**src/rtl/wb_layer_sequencer_if.sv**
```systemverilog
// Config-word stream toward the weight/bias separator plus its state feedback.
interface wb_layer_sequencer_if;
  logic        m_axis_wbconfig_tvalid;
  logic        m_axis_wbconfig_tready;
  logic [31:0] m_axis_wbconfig_tdata;
  logic [3:0]  status_wbs;

  modport master (
    output m_axis_wbconfig_tvalid, m_axis_wbconfig_tdata,
    input  m_axis_wbconfig_tready, status_wbs
  );
  modport slave (
    input  m_axis_wbconfig_tvalid, m_axis_wbconfig_tdata,
    output m_axis_wbconfig_tready, status_wbs
  );
endinterface

```
**src/rtl/wb_layer_sequencer.sv**
```systemverilog
// Walks a descriptor table, emitting two config words per layer and, for PS-sourced
// layers, waiting for the separator to run a transfer before moving on.
module wb_layer_sequencer #(
  parameter int MAX_LAYERS     = 16,
  parameter int TIMEOUT_CYCLES = 1048576,
  localparam int AW  = (MAX_LAYERS > 1) ? $clog2(MAX_LAYERS) : 1,
  localparam int WDW = $clog2(TIMEOUT_CYCLES + 1)
) (
  input  logic                   clk,
  input  logic                   rst,
  input  logic                   tbl_wr_en,
  input  logic [AW-1:0]          tbl_wr_addr,
  input  logic [63:0]            tbl_wr_data,
  input  logic                   start,
  input  logic [AW:0]            num_layers,
  wb_layer_sequencer_if.master   wb,
  output logic                   busy,
  output logic [AW-1:0]          cur_layer,
  output logic                   layer_done,
  output logic                   run_done,
  output logic                   timeout_err
);

  typedef enum logic [2:0] {
    S_IDLE, S_LOAD, S_CFG0, S_CFG1, S_WAIT_START, S_WAIT_DONE, S_NEXT, S_FINISH
  } state_t;

  state_t           state, state_nx;
  logic [63:0]      tbl [MAX_LAYERS];
  logic [63:0]      desc_q;
  logic [AW:0]      nl_q;
  logic [WDW-1:0]   wd;
  logic             in_wait, wd_expired, last;

  assign in_wait    = (state == S_WAIT_START) || (state == S_WAIT_DONE);
  assign wd_expired = (wd == WDW'(TIMEOUT_CYCLES - 1));
  assign last       = (({1'b0, cur_layer} + (AW+1)'(1)) == nl_q);

  // Table has no reset; it must be rewritten after rst anyway.
  always_ff @(posedge clk) begin
    if (tbl_wr_en && !busy) tbl[tbl_wr_addr] <= tbl_wr_data;
  end

  always_ff @(posedge clk or posedge rst) begin
    if (rst) state <= S_IDLE;
    else     state <= state_nx;
  end

  always_comb begin
    state_nx = state;
    case (state)
      S_IDLE:       if (start) state_nx = (num_layers == '0) ? S_FINISH : S_LOAD;
      S_LOAD:       state_nx = S_CFG0;
      S_CFG0:       if (wb.m_axis_wbconfig_tready) state_nx = S_CFG1;
      S_CFG1:       if (wb.m_axis_wbconfig_tready) state_nx = desc_q[63] ? S_WAIT_START : S_NEXT;
      S_WAIT_START: if (wb.status_wbs != '0) state_nx = S_WAIT_DONE;
                    else if (wd_expired)     state_nx = S_FINISH;
      S_WAIT_DONE:  if (wb.status_wbs == '0) state_nx = S_NEXT;
                    else if (wd_expired)     state_nx = S_FINISH;
      S_NEXT:       state_nx = last ? S_FINISH : S_LOAD;
      S_FINISH:     state_nx = S_IDLE;
      default:      state_nx = S_IDLE;
    endcase
  end

  // Words come straight from the latched descriptor, so they hold while stalled.
  always_comb begin
    wb.m_axis_wbconfig_tvalid = 1'b0;
    wb.m_axis_wbconfig_tdata  = '0;
    case (state)
      S_CFG0: begin
        wb.m_axis_wbconfig_tvalid = 1'b1;
        wb.m_axis_wbconfig_tdata  = desc_q[63:32];
      end
      S_CFG1: begin
        wb.m_axis_wbconfig_tvalid = 1'b1;
        wb.m_axis_wbconfig_tdata  = desc_q[31:0];
      end
      default: ;
    endcase
  end

  always_ff @(posedge clk or posedge rst) begin
    if (rst) begin
      busy        <= 1'b0;
      cur_layer   <= '0;
      nl_q        <= '0;
      desc_q      <= '0;
      wd          <= '0;
      layer_done  <= 1'b0;
      run_done    <= 1'b0;
      timeout_err <= 1'b0;
    end else begin
      busy       <= (state_nx != S_IDLE);
      layer_done <= (state_nx == S_NEXT);
      // run_done lands in the first idle cycle, together with busy falling
      run_done   <= (state == S_FINISH);
      if (state == S_IDLE && start) begin
        timeout_err <= 1'b0;
        cur_layer   <= '0;
        nl_q        <= (num_layers > (AW+1)'(MAX_LAYERS)) ? (AW+1)'(MAX_LAYERS) : num_layers;
      end
      if (state == S_LOAD) desc_q <= tbl[cur_layer];
      if (state == S_NEXT && !last) cur_layer <= cur_layer + 1'b1;
      if (in_wait && state_nx == S_FINISH) timeout_err <= 1'b1;
      // Watchdog restarts on every entry into a wait state.
      if (!in_wait || state_nx != state) wd <= '0;
      else                               wd <= wd + 1'b1;
    end
  end

endmodule

```
**src/flat_wrapper.sv**
```systemverilog
// flat-port wrapper written by rule: the top's interface ports become plain ports
module wb_layer_sequencer_flat 
#(
  parameter int MAX_LAYERS     = 16,
  parameter int TIMEOUT_CYCLES = 1048576,
  localparam int AW  = (MAX_LAYERS > 1) ? $clog2(MAX_LAYERS) : 1,
  localparam int WDW = $clog2(TIMEOUT_CYCLES + 1)
)
  (clk, rst, tbl_wr_en, tbl_wr_addr, tbl_wr_data, start, num_layers, busy, cur_layer, layer_done, run_done, timeout_err, wb_m_axis_wbconfig_tvalid, wb_m_axis_wbconfig_tdata, wb_m_axis_wbconfig_tready, wb_status_wbs);
  wb_layer_sequencer_if wb_i ();
  input  logic clk;
  input  logic rst;
  input  logic tbl_wr_en;
  input  logic [AW-1:0] tbl_wr_addr;
  input  logic [63:0] tbl_wr_data;
  input  logic start;
  input  logic [AW:0] num_layers;
  output logic busy;
  output logic [AW-1:0] cur_layer;
  output logic layer_done;
  output logic run_done;
  output logic timeout_err;
  output wire logic [$bits(wb_i.m_axis_wbconfig_tvalid)-1:0] wb_m_axis_wbconfig_tvalid;
  output wire logic [$bits(wb_i.m_axis_wbconfig_tdata)-1:0] wb_m_axis_wbconfig_tdata;
  input wire logic [$bits(wb_i.m_axis_wbconfig_tready)-1:0] wb_m_axis_wbconfig_tready;
  input wire logic [$bits(wb_i.status_wbs)-1:0] wb_status_wbs;
  assign wb_m_axis_wbconfig_tvalid = wb_i.m_axis_wbconfig_tvalid;
  assign wb_m_axis_wbconfig_tdata = wb_i.m_axis_wbconfig_tdata;
  assign wb_i.m_axis_wbconfig_tready = wb_m_axis_wbconfig_tready;
  assign wb_i.status_wbs = wb_status_wbs;
  wb_layer_sequencer #(.MAX_LAYERS(MAX_LAYERS), .TIMEOUT_CYCLES(TIMEOUT_CYCLES)) u_core (.clk(clk), .rst(rst), .tbl_wr_en(tbl_wr_en), .tbl_wr_addr(tbl_wr_addr), .tbl_wr_data(tbl_wr_data), .start(start), .num_layers(num_layers), .wb(wb_i), .busy(busy), .cur_layer(cur_layer), .layer_done(layer_done), .run_done(run_done), .timeout_err(timeout_err));
endmodule
```
**config.mk**
```make
export PLATFORM = sky130hd
export DESIGN_NAME = wb_layer_sequencer_flat
export DESIGN_NICKNAME = d
export VERILOG_FILES = /design/src/rtl/wb_layer_sequencer_if.sv /design/src/rtl/wb_layer_sequencer.sv /design/src/flat_wrapper.sv
export SDC_FILE = /design/constraint.sdc
export NUM_CORES = 1
export LEC_CHECK = 0
export BUFFER_PORTS_ARGS = -buffer_cell sky130_fd_sc_hd__buf_2
export CAP_MARGIN = 20
export CORE_ASPECT_RATIO = 0.6
export CORE_MARGIN = 1.5
export CORE_UTILIZATION = 54
export CTS_BUF_LIST = sky130_fd_sc_hd__clkbuf_4 sky130_fd_sc_hd__clkbuf_8
export CTS_CLUSTER_DIAMETER = 150
export CTS_CLUSTER_SIZE = 30
export DETAILED_ROUTE_END_ITERATION = 12
export PLACE_DENSITY_LB_ADDON = 0.08
export SYNTH_ARGS = -nofsm -noshare
export SYNTH_HDL_FRONTEND = slang
export SYNTH_SLANG_ARGS = --single-unit
```
**constraint.sdc**
```tcl
create_clock -name clk -period 14.2 [get_ports clk]
set_clock_uncertainty 0.1 [all_clocks]
set_input_delay 0 -clock clk [delete_from_list [all_inputs] [get_ports clk]]
set_output_delay 0 -clock clk [all_outputs]
set_load 0.03 [all_outputs]
```
==> results of run 1 <==
[cell type report]
type | instances | area (µm²) | area share, %
flip-flops and latches | 1125 | 33290 | 70.98
diodes | 3 | 7.507 | 0.01600
well taps | 1053 | 1318 | 2.809
clock buffers | 77 | 859.6 | 1.833
multi-input cells | 593 | 9403 | 20.05
clock inverters | 1 | 16.27 | 0.03468
repair buffers | 267 | 1989 | 4.241
inverters | 5 | 21.27 | 0.04535
[registers in the layout (all words and copies together), names as in the netlist]
signal / flops
u_core.tbl: 1024
u_core.desc_q: 64
u_core.wd: 21
u_core.nl_q: 5
u_core.cur_layer: 4
u_core.state: 3
u_core.busy: 1
u_core.layer_done: 1
u_core.run_done: 1
u_core.timeout_err: 1
[layer usage]
metal	up-vias	track usage (%)	share of wire, %
met1	10983	38.46	43
met2	743	37.86	46
li1	8065	-	-
met5	-	0	0.013
met3	96	5.821	8.6
met4	2	4.239	1.5
[power breakdown]
group	switching [mW]	internal, mW
clock	0.916	0.387
sequential	0.295	3.75
combinational	0.925	0.928
total	2.14	5.06
[cells in the mapped netlist, drive strengths merged (5+ instances only)]
master / n / area, µm²
nand2: 25 / 93.84
o21ai: 9 / 45.04
nor3: 11 / 55.05
xor2: 15 / 131.4
edfxtp: 1024 / 30750
a22o: 32 / 280.3
xnor2: 8 / 70.07
mux2: 66 / 743.2
nand2b: 7 / 43.79
mux4: 320 / 7207
nor2: 42 / 157.7
inv: 5 / 18.77
dfrtp: 101 / 2527
nand3: 12 / 60.06
buf: 38 / 183.9
clkbuf: 53 / 198.9
[per-stage QoR]
stage          std cells  total power, mW  hold slack [ns]  util (%)  area (µm²)
6_report            3124            7.200          0.06392     60.07       46910
5_1_grt             3122            7.478          0.04219     60.06       46900
4_1_cts             3120            7.234        0.0006339     60.02       46870
3_5_place_dp        2939            5.933           0.1186     57.58       44960
2_1_floorplan       1814            5.299        -0.001131         -       42960
3_3_place_gp        2939            5.905           0.1138     57.58       44960
[cell families after synthesis]
kind of cell / synth area share, %
flops: 77.46
mux: 18.55
simple gates: 1.485
buf+inv: 0.9349
compound gates: 1.037
xor+xnor: 0.4689
fa+ha+maj: 0.05824
[worst paths after layout]
path	endpoint	start	cells past startpoint	slack (ns)
setup / recovery	u_core.desc_q[34]	u_core.cur_layer[0]	6	8.87
hold / removal	u_core.tbl[1][5]	tbl_wr_data[5]	2	0.06
setup reg to reg	u_core.desc_q[34]	u_core.cur_layer[0]	6	8.87
hold reg to reg	u_core.wd[0]	u_core.wd[0]	1	0.40
max in group asynchronous	u_core.desc_q[43]	rst	5	12.16
min in group asynchronous	u_core.timeout_err	rst	4	0.42
[placed cells by master (no fill, tap or decap), types with 12 or more instances in the layout]
cell,instances
nor2_1,29
mux4_2,320
xor2_1,15
buf_2,122
mux2_2,66
edfxtp_1,1024
clkbuf_8,45
nand2_1,25
nor2_4,12
buf_4,40
dfrtp_1,97
a22o_1,32
clkbuf_4,32
nand3_1,12
dlygate4sd3_1,103
[critical path, stage by stage, from the launching register on]
cell     delay, ns
dfrtp_4       1.09
buf_4         0.86
buf_4         0.81
buf_4         0.86
mux4_2        0.61
mux4_2        0.48
mux2_2        0.28
==> summary.md, run 1 <==
| Metric | Value |
|---|---|
| Max-cap violations | 0 |
| Layout cells sized above 1 | 31.96% |
| Number of synthesized flops with an enable pin | roughly 1000 |
| Cell Rows | between 70 and 80 |
| Crit start category | flip-flop |
| Max_slew headroom | about 30% |
| CTS root buffer | clkbuf_8 |
| DRT Pass-1 Iters | 5 |
| Total CTS buffers | 43 |
| Final setup TNS | 0 ns |
| Post-CTS Resized | 0 |
| Routability cong. | a little under 0.8 |
| Hold_buf cts | 103 |
| Net Count, Synth | ~1900 |
| Fin crit period | between 5 and 6 ns |
| Clock transition at path regs | between 0.15 and 0.2 ns |
| Post-DP HPWL | between 50000 and 60000 µm |
| Area of the core | roughly 0.08 mm² |
| Number of DRC markers in iteration 0 | roughly 2500 |
| Slew @ Worst Pin | 1.053 ns |
| Die height | 221.5 µm |
| Netlist cell types | 48 |
| Ys Warns | 0 |
| Required time of the critical path | 14.73 ns |
| Yosys reg bits | 1125 |
| Syn_area_per_cell | around 24 µm² |
| DRT antenna net count | 0 |
| Crit path arrival time | a little under 6 ns |
| Max IR drop VDD | around 0.0001 V |
| Residual DRC | 0 |
| Global-route usage over all layers | approximately a quarter |
| Clock sink total | ~1100 |
| Layout fillers | ~5500 |
| Asr flop ratio synth | approximately 9% |
| LEAKAGE | between 10 and 15 nW |
| Fmax | approximately 0.19 GHz |
| Fin. max-slew vios | 0 |
| Fin nets | about 2100 |
| Largest net degree at the start of global routing | 140 |
| Register area share after synthesis | just under 80% |
| Unrepaired setup endpoints after global routing | no |
| Setup WS pre-CTS | between 8 and 9 ns |
| First-pass GRT wire length | 145400 µm |
| Post-route setup slack | slightly below 9 ns |
| Post-synth top flop | edfxtp_1 |
| Area Overhead vs Synth | 9.189% |
| Avg WL per Cell | approximately 32 µm |
| Vias per cell | about 6.4 |
| CTS H-Tree Depth | 2 |
| Max clock buf depth | 3 |
| Fin. Hold Viols | 0 |
| Cell Area, Synth | about 0.043 mm² |
| Vias in the first global route | just over 20000 |
| Initial antenna violation count | 11 |
| IO Port Bufs | 122 |
| Syn Inst Count | between 1500 and 2000 |
| CTS tree | done |
| Drt total wl | 100300 µm |
| Hold crit path type | in -> reg |
| Global route overflow | 0 |
| Routed vias | 19889 |
| Crit path max fanout | 50 |
| Power per cell area | 153.5 mW/mm² |
| Die Wd | 367.1 µm |
| Die area | just over 0.08 mm² |
| I/O pin total | 123 |
| Clk Latency, worst-skew pair | ~0.74 ns |
| Initial Util | a little under three fifths |
| Tcrit/Tclk final | between 30 and 40% |
| Status | completed |
| Final setup violation count | 0 |
| Crit path kind | reg -> reg |
| Postcts setup bufs | 0 |
| CP endpoint kind | flip-flop |
No activity file was read; power rests on OpenSTA's default activity.
==> run 2: changes to the inputs <==
--- a/config.mk
+++ b/config.mk
@@ -5,6 +5,7 @@
 export SDC_FILE = /design/constraint.sdc
 export NUM_CORES = 1
 export LEC_CHECK = 0
+export ABC_AREA = 1
 export BUFFER_PORTS_ARGS = -buffer_cell sky130_fd_sc_hd__buf_2
 export CAP_MARGIN = 20
 export CORE_ASPECT_RATIO = 0.6
==> constraint.sdc (replaced) <==
create_clock -name clk -period 5.1 [get_ports clk]
set_clock_uncertainty 0.1 [all_clocks]
set_input_delay 0 -clock clk [delete_from_list [all_inputs] [get_ports clk]]
set_output_delay 0 -clock clk [all_outputs]
set_load 0.03 [all_outputs]
==> run 2 against run 1 <==
  * Area after synthesis increased by 3.3%
  * Hold slack got worse by 0.0082 ns
  * Routed wire length increased by 25%
  * Critical path type unchanged
  * Highest routed layer unchanged
==> summary.md, run 2 <==
| Metric | Value |
|---|---|
| DP Area | 0.04613 mm² (+2.6%) |
| Fin. Hold Viols | 0 (unchanged) |
| I/O pin total | 123 (unchanged) |
| DRT antenna net count | 0 (unchanged) |
| Most common cell in the netlist | edfxtp_1 |
| Number of DRC markers in iteration 0 | 3867 (+55%) |
| Net Count, Synth | 3584 (+89%) |
| Crit path arrival time | 4.08 ns (-1.79 ns) |
| Routability cong. | 0.8636 (+9.2%) |
| Hold Path End | u_core.tbl[7][52] |
| Status | completed |
| Commonest cells in the netlist | edfxtp_1, nor2_1, nand2_1 |
| Final setup TNS | 0 ns (unchanged) |
| Post-DP HPWL | 65510 µm (+24%) |
| CTS H-Tree Depth | 2 (unchanged) |
| Register area share after synthesis | 75.02% (-2.4 points) |
| Global route overflow | 0 (unchanged) |
| First-pass GRT wire length | 183800 µm (+26%) |
| Largest net degree at the start of global routing | 196 (+40%) |
| Cells on worst reg2reg path | 9 (+3) |
| Clock sink total | 1125 (unchanged) |
| Max_slew headroom | 23.55% (-6.3 points) |
| Routed vias | 29147 (+47%) |
| Vias in the first global route | 27657 (+37%) |
| Max IR drop VDD | 0.0003598 V (+260%) |
| Initial antenna violation count | 14 (+3) |
| Fin nets | 3674 (+73%) |
| Drt total wl | 125700 µm (+25%) |
| Placed Cells | 4527 (+54%) |
| Ys Warns | 0 (unchanged) |
| Initial Util | 54.51% (-0.51 points) |
| Tcrit/Tclk final | 68.20% (+31 points) |
| Clock transition at path regs | 0.18 ns (about the same) |
| Residual DRC | 0 (unchanged) |
| Number of synthesized flops with an enable pin | 1024 (unchanged) |
| Fin crit period | 3.478 ns (-1.853 ns) |
| LEAKAGE | 16.24 nW (+12%) |
| Area leader, netlist | edfxtp_1 |
| Total CTS buffers | 43 (unchanged) |
| Max clock buf depth | 3 (unchanged) |
| Power per cell area | 452.2 mW/mm² (+190%) |
| Post-synth top area share | 69.32% (-2.3 points) |
| Netlist cell types | 30 (-38%) |
| Post-CTS Resized | 0 (unchanged) |
| Crit path max fanout | 32 (-36%) |
| Yosys reg bits | 1125 (unchanged) |
| Hold crit path type | in -> reg |
| DRT Pass-1 Iters | 5 (unchanged) |
| Reg-to-reg critical path endpoint | u_core.layer_done |
| Global-route usage over all layers | 29.82% (+4.8 points) |
| Layout cells sized above 1 | 8.287% (-24 points) |
| Max-cap violations | 0 (unchanged) |
| Avg WL per Cell | 26.71 µm (-17%) |
| Post-synth top flop | edfxtp_1 |
| Flip-flop count of the largest register after layout | 1024 (unchanged) |
| Largest Register | u_core.tbl |
| Clk Latency, worst-skew pair | 0.76 ns (+0.02 ns) |
| Fin. max-slew vios | 0 (unchanged) |
| Reg-to-reg slack, setup | 1.62 ns (-7.25 ns) |
| Area Overhead vs Synth | 8.137% |
| Hold_sp | tbl_wr_data[52] |
| Vias per cell | 6.195 (-2.7%) |
| Die area | 0.08393 mm² (+3.2%) |
| Most common cell after layout, fill and taps aside | edfxtp_1 |
| Most area-consuming cells after synthesis | edfxtp_1, dfrtp_1, o21ai_0 |
| Commonest cells after routing, fill and taps aside | edfxtp_1, nor2_1, nand2_1, o21ai_0, o22ai_1 |
| Crit start category | flip-flop |
| Regs by FF count | u_core.tbl x1024, u_core.desc_q x64, u_core.wd x21 |
| CTS tree | done |
| Die height | 225.0 µm (+1.6%) |
| Cell Rows | 81 (+2.5%) |
| Die Wd | 373.0 µm (+1.6%) |
| Final Cell Area | 0.04797 mm² (+2.3%) |
| Crit path kind | reg -> reg |
| Syn_area_per_cell | 12.67 µm² (-46%) |
| Area of the core | 0.08138 mm² (+4.2%) |
| Unrepaired setup endpoints after global routing | no |
| Slew @ Worst Pin | 1.144 ns (+0.09152 ns) |
| Final cell count without fillers | 4705 (+51%) |
| Hold Path Stages | 2 (unchanged) |
| R2R Path Start | u_core.cur_layer[3] |
| Cell Area, Synth | 0.04436 mm² (+3.3%) |
| Required time of the critical path | 5.70 ns (-9.03 ns) |
| Syn Inst Count | 3500 (+93%) |
| Fmax | 0.2875 GHz (+53%) |
| Asr flop ratio synth | 8.978% (unchanged) |
| CP endpoint kind | flip-flop |
| IO Port Bufs | 122 (unchanged) |
| CTS root buffer | clkbuf_8 |
| Final setup violation count | 0 (unchanged) |
-- run 2: cell count changes in the layout (fill, tap and decap cells not counted), sizes merged, moves of 63 or more --
| cell | delta |
|---|---|
| a21oi | +65 |
| nor4 | +64 |
| mux2 | -66 |
| mux4 | -320 |
| nor3 | +63 |
| inv | +103 |
| nand3 | +78 |
| o21ai | +448 |
| o211ai | +64 |
| nand2 | +415 |
| nor2 | +471 |
| o22ai | +225 |
-- run 2: worst max-delay path by stage --
| stage | from | to | slack [ns] | cells after the start |
|---|---|---|---|---|
| after floorplan | u_core.busy | u_core.tbl[10][0] | 0.96 | 3 |
| after global placement | u_core.cur_layer[3] | u_core.wd[19] | 1.72 | 10 |
| after detailed placement | u_core.cur_layer[3] | u_core.wd[14] | 1.70 | 10 |
| after CTS | u_core.cur_layer[3] | u_core.wd[14] | 1.67 | 10 |
| after global routing | u_core.cur_layer[3] | u_core.wd[11] | 1.43 | 10 |
| final | u_core.cur_layer[3] | u_core.layer_done | 1.62 | 9 |
-- run 2: cell families after synthesis --
logic type	share of synthesized area (%)
AOI/OAI and AO/OA	10.21
xor gates and xnor gates	0.3356
adders and majority gates	0.05640
buffers and inverters	3.227
DFF	75.02
and+or+nand+nor	11.16
-- run 2: stage by stage --
stage	setup slack (ns)	power (mW)	utilization, %	hold slack [ns]
after CTS	1.667	21.66	58.93	0.01351
after global routing	1.428	22.71	58.93	0.04686
after global placement	1.715	17.87	56.68	-0.04906
after detailed placement	1.696	18.04	56.68	-0.04940
final	1.622	21.69	58.94	0.05568
after floorplan	0.9582	15.63	-	-0.001131
-- run 2: layout make-up --
class                           instances  area, µm²
Antenna cell                            6      15.01
Inverter                              109      432.9
Sequential cell                      1125      33290
Tap cell                             1079       1350
Clock inverter                          1      16.27
Multi-Input combinational cell       2032       9782
Timing Repair Buffer                  279       2245
Fill cell                            6440      33410
Clock buffer                           74      837.1
-- run 2: power by group --
| group | switching, mW | internal [mW] |
|---|---|---|
| clock | 2.59 | 1.05 |
| sequential | 0.332 | 10.4 |
| combinational | 5.27 | 2.02 |
| total | 8.19 | 13.5 |
-- run 2: critical path, cell delays in order, from the launching register on --
cell and delay, ns:
dfrtp_4 0.85, clkinv_2 0.72, nand4_1 0.31, nand3_1 0.10
nand2_1 0.11, nand3_1 0.18, a31oi_1 0.28, dlygate4sd3_1 0.62
nand2_1 0.06, nor2_1 0.08
-- run 2: routing by layer --
layer  global-route usage, %  vias up  wire length [µm]  share of wire, %
met4                   7.311        8              2777               2.2
met5                  0.5146        -               107             0.085
li1                        -    12890                 -                 -
met2                   44.69     1579             55590                44
met3                   5.006      179             12810                10
met1                   45.75    14491             54390                43
-- run 2: what timing repair did --
item / 4_1_cts / 5_1_grt
endpoints found under the hold margin: 1166 / 0
setup endpoints to repair: 0 / 0
hold buffers: 97 / 0
setup buffers: 0 / 0
==> run 3: changes to the inputs <==
--- a/config.mk
+++ b/config.mk
@@ -5,7 +5,7 @@
 export SDC_FILE = /design/constraint.sdc
 export NUM_CORES = 1
 export LEC_CHECK = 0
-export ABC_AREA = 1
+export ABC_AREA = 0
 export BUFFER_PORTS_ARGS = -buffer_cell sky130_fd_sc_hd__buf_2
 export CAP_MARGIN = 20
 export CORE_ASPECT_RATIO = 0.6
==> constraint.sdc (replaced) <==
create_clock -name clk -period 3 [get_ports clk]
set_clock_uncertainty 0.1 [all_clocks]
set_input_delay 0 -clock clk [delete_from_list [all_inputs] [get_ports clk]]
set_output_delay 0 -clock clk [all_outputs]
set_load 0.03 [all_outputs]
==> run 3 against run 2 <==
  * Sequential share of layout area rose by 0.13 points
  * Sequential cell count unchanged
  * Routed wire length fell by 19%
  * Global-route usage shrank 4.4 points
  * Via count is 31% lower
  * Highest routed layer unchanged
  * Register-to-register slack worse by 1.5 ns
  * Cell count is 33% lower
==> summary.md, run 3 (same netlist as run 1, synthesis figures left out) <==
| Metric | Value |
|---|---|
| Status | completed |
| Post-route setup slack | 0.1278 ns (-1.494 ns) |
| LEAKAGE | 14.95 nW (-7.9%) |
| Fmax | 0.3482 GHz |
| Crit path arrival time | 2.77 ns (-1.31 ns) |
| Crit path max fanout | 32 (unchanged) |
| IO Port Bufs | 122 (unchanged) |
| Combinational cell fraction of total power | 27.8% (-5.8 points) |
| Launch point of the worst path | u_core.state[0] |
| DP Area | 0.04600 mm² (-0.28%) |
| Tcrit/Tclk final | between 90% and 100% |
| Hold crit path type | in -> reg |
| Largest Register | u_core.tbl |
| WHS | 0.04884 ns (-0.006836 ns) |
| Final setup TNS | 0 ns (unchanged) |
| I/O pin total | 123 (unchanged) |
| Residual DRC | 0 (unchanged) |
| Crit path kind | reg -> out |
| Largest net degree at the start of global routing | 65 (-67%) |
| Postcts setup bufs | 0 (unchanged) |
| Cells on worst reg2reg path | 5 (-4) |
| DRT antenna net count | 0 (unchanged) |
| Clock share of power | 17.8% (+1.0 points) |
| Die area | 0.08131 mm² (-3.1%) |
| Commonest cells after routing, fill and taps aside | edfxtp_1, mux4_2, buf_2, dlygate4sd3_1, dfrtp_1 |
| CP endpoint kind | output pin |
| Fin. Hold Viols | 0 (unchanged) |
| Number of DRC markers in iteration 0 | 2547 (-34%) |
| Hold Path End | u_core.tbl[5][1] |
| Clock transition at path regs | 0.17 ns (about the same) |
| Total CTS buffers | 43 (unchanged) |
| Fin. max-slew vios | 0 (unchanged) |
| Routability cong. | 0.7893 (-8.6%) |
| Crit start category | flip-flop |
| Hold Path Stages | 5 (+3) |
| Global route overflow | 0 (unchanged) |
| Max_slew headroom | 43.19% (+20 points) |
| Internal power | 24.40 mW (+81%) |
| Global-route usage over all layers | 25.45% (-4.4 points) |
| Flip-flop count of the largest register after layout | 1024 (unchanged) |
| R2R Path Start | u_core.busy |
| Clk Latency, worst-skew pair | 0.74 ns (-0.02 ns) |
| Drt total wl | 101800 µm (-19%) |
| Sw Ratio | 29.67% (-8.1 points) |
| Vias in the first global route | 20348 (-26%) |
| Placed Cells | 2984 (-34%) |
| Regs by FF count | u_core.tbl x1024, u_core.desc_q x64, u_core.wd x21 |
| Fin nets | 2159 (-41%) |
| Slew @ Worst Pin | 0.8501 ns (-0.2939 ns) |
| Most common cell after layout, fill and taps aside | edfxtp_1 |
| Reg-to-reg slack, setup | 0.14 ns (-1.48 ns) |
| Clock sink total | 1125 (unchanged) |
| Max clock buf depth | 3 (unchanged) |
| Required time of the critical path | 2.90 ns (-2.80 ns) |
| Power per cell area | 724.6 mW/mm² (+60%) |
| Vias per cell | 6.324 (+2.1%) |
| Layout cells sized above 1 | 33.67% (+25 points) |
| Fin crit period | 2.872 ns |
| Cell Rows | 79 (-2.5%) |
| CTS tree | done |
| Die height | 221.5 µm (-1.6%) |
| Setup WS pre-CTS | 0.2985 ns (-1.397 ns) |
| Max IR drop VDD | 0.0004697 V (+31%) |
| Util after Layout | 61.32% (+2.4 points) |
| Flop pwr share | 54.4% (+4.8 points) |
| Reg-to-reg critical path endpoint | u_core.tbl[1][53] |
| CTS root buffer | clkbuf_8 |
| CTS H-Tree Depth | 2 (unchanged) |
| Area Overhead vs Synth | 11.46% |
| Final setup violation count | 0 (unchanged) |
| Avg WL per Cell | 32.19 µm (+21%) |
| Max-cap violations | 0 (unchanged) |
| First-pass GRT wire length | 146500 µm (-20%) |
| Routed vias | 20004 (-31%) |
| Design Power | 34.69 mW (+60%) |
| P_sw | 10.29 mW (+26%) |
| Initial antenna violation count | 8 (-6) |
| Layout fillers | 5373 (-17%) |
| Hold_sp | tbl_wr_en |
| DRT Pass-1 Iters | 7 (+2) |
| Final cell count without fillers | 3163 (-33%) |
| Initial Util | 55.01% (+0.51 points) |
| Die Wd | 367.1 µm (-1.6%) |
| Post-DP HPWL | 57300 µm (-13%) |
| Area of the core | 0.07809 mm² (-4.0%) |
| Final Cell Area | 0.04788 mm² (-0.18%) |
==> run 3: cell types whose count changed in the layout (fill, tap and decap cells not counted), sizes merged, moves of 66 or more <==
| cell | previous run | this run |
|---|---|---|
| nor2 | 513 | 42 |
| o21ai | 457 | 9 |
| nand2 | 440 | 25 |
| mux4 | 0 | 320 |
| o22ai | 226 | 1 |
| inv | 109 | 6 |
| nand3 | 90 | 12 |
| mux2 | 0 | 66 |
==> run 3: layout make-up <==
class | count | area, µm² | share of cell area, %
timing repair buffer | 307 | 2927 | 6.112
clock inverter | 1 | 16.27 | 0.03397
inverter | 5 | 21.27 | 0.04442
sequential | 1125 | 33290 | 69.53
tap | 1053 | 1318 | 2.752
antenna | 1 | 2.502 | 0.005226
clock buffer | 78 | 867.1 | 1.811
multi-input combinational | 593 | 9438 | 19.71
==> run 3: timing repair <==
| item | in CTS | in global routing |
|---|---|---|
| setup endpoints to repair | 0 | 9 |
| endpoints found under the hold margin | 1578 | 0 |
| hold buffers | 99 | 0 |
| gates resized for setup | 0 | 3 |
==> run 3: critical path, stage by stage, from the launching register on <==
cell and delay [ns]:
dfrtp_1 0.52, inv_1 0.20, nand2_1 0.12, nor2_2 0.13, buf_6 0.34, a22o_1 0.42, buf_2 0.27
==> run 3: worst max path at each step <==
| stage | endpoint | slack, ns | depth (start not counted) |
|---|---|---|---|
| after floorplan | u_core.tbl[5][0] | -0.29 | 3 |
| after global placement | u_core.cur_layer[0] | 0.30 | 7 |
| after detailed placement | u_core.cur_layer[0] | 0.30 | 7 |
| after CTS | wb_m_axis_wbconfig_tdata[23] | 0.04 | 6 |
| after global routing | wb_m_axis_wbconfig_tdata[29] | -0.002 | 6 |
| final | wb_m_axis_wbconfig_tdata[27] | 0.13 | 6 |
==> run 3: metal layers <==
metal	vias to the layer above	wire, µm	track usage (%)
li1	8152	-	-
met1	10971	43750	38.35
met2	793	46230	37.78
met3	82	10360	7.700
met4	6	1232	3.932
met5	-	240	1.807
==> run 3: power groups by stage <==
stage / Combinational, mW / Sequential [mW] / Clock (mW)
after floorplan: 6.69 / 18.4 / 0
after global placement: 9.41 / 19.2 / 0
after detailed placement: 9.52 / 19.2 / 0
after CTS: 9.69 / 18.8 / 6.32
after global routing: 10.2 / 18.9 / 6.82
final: 9.66 / 18.9 / 6.16
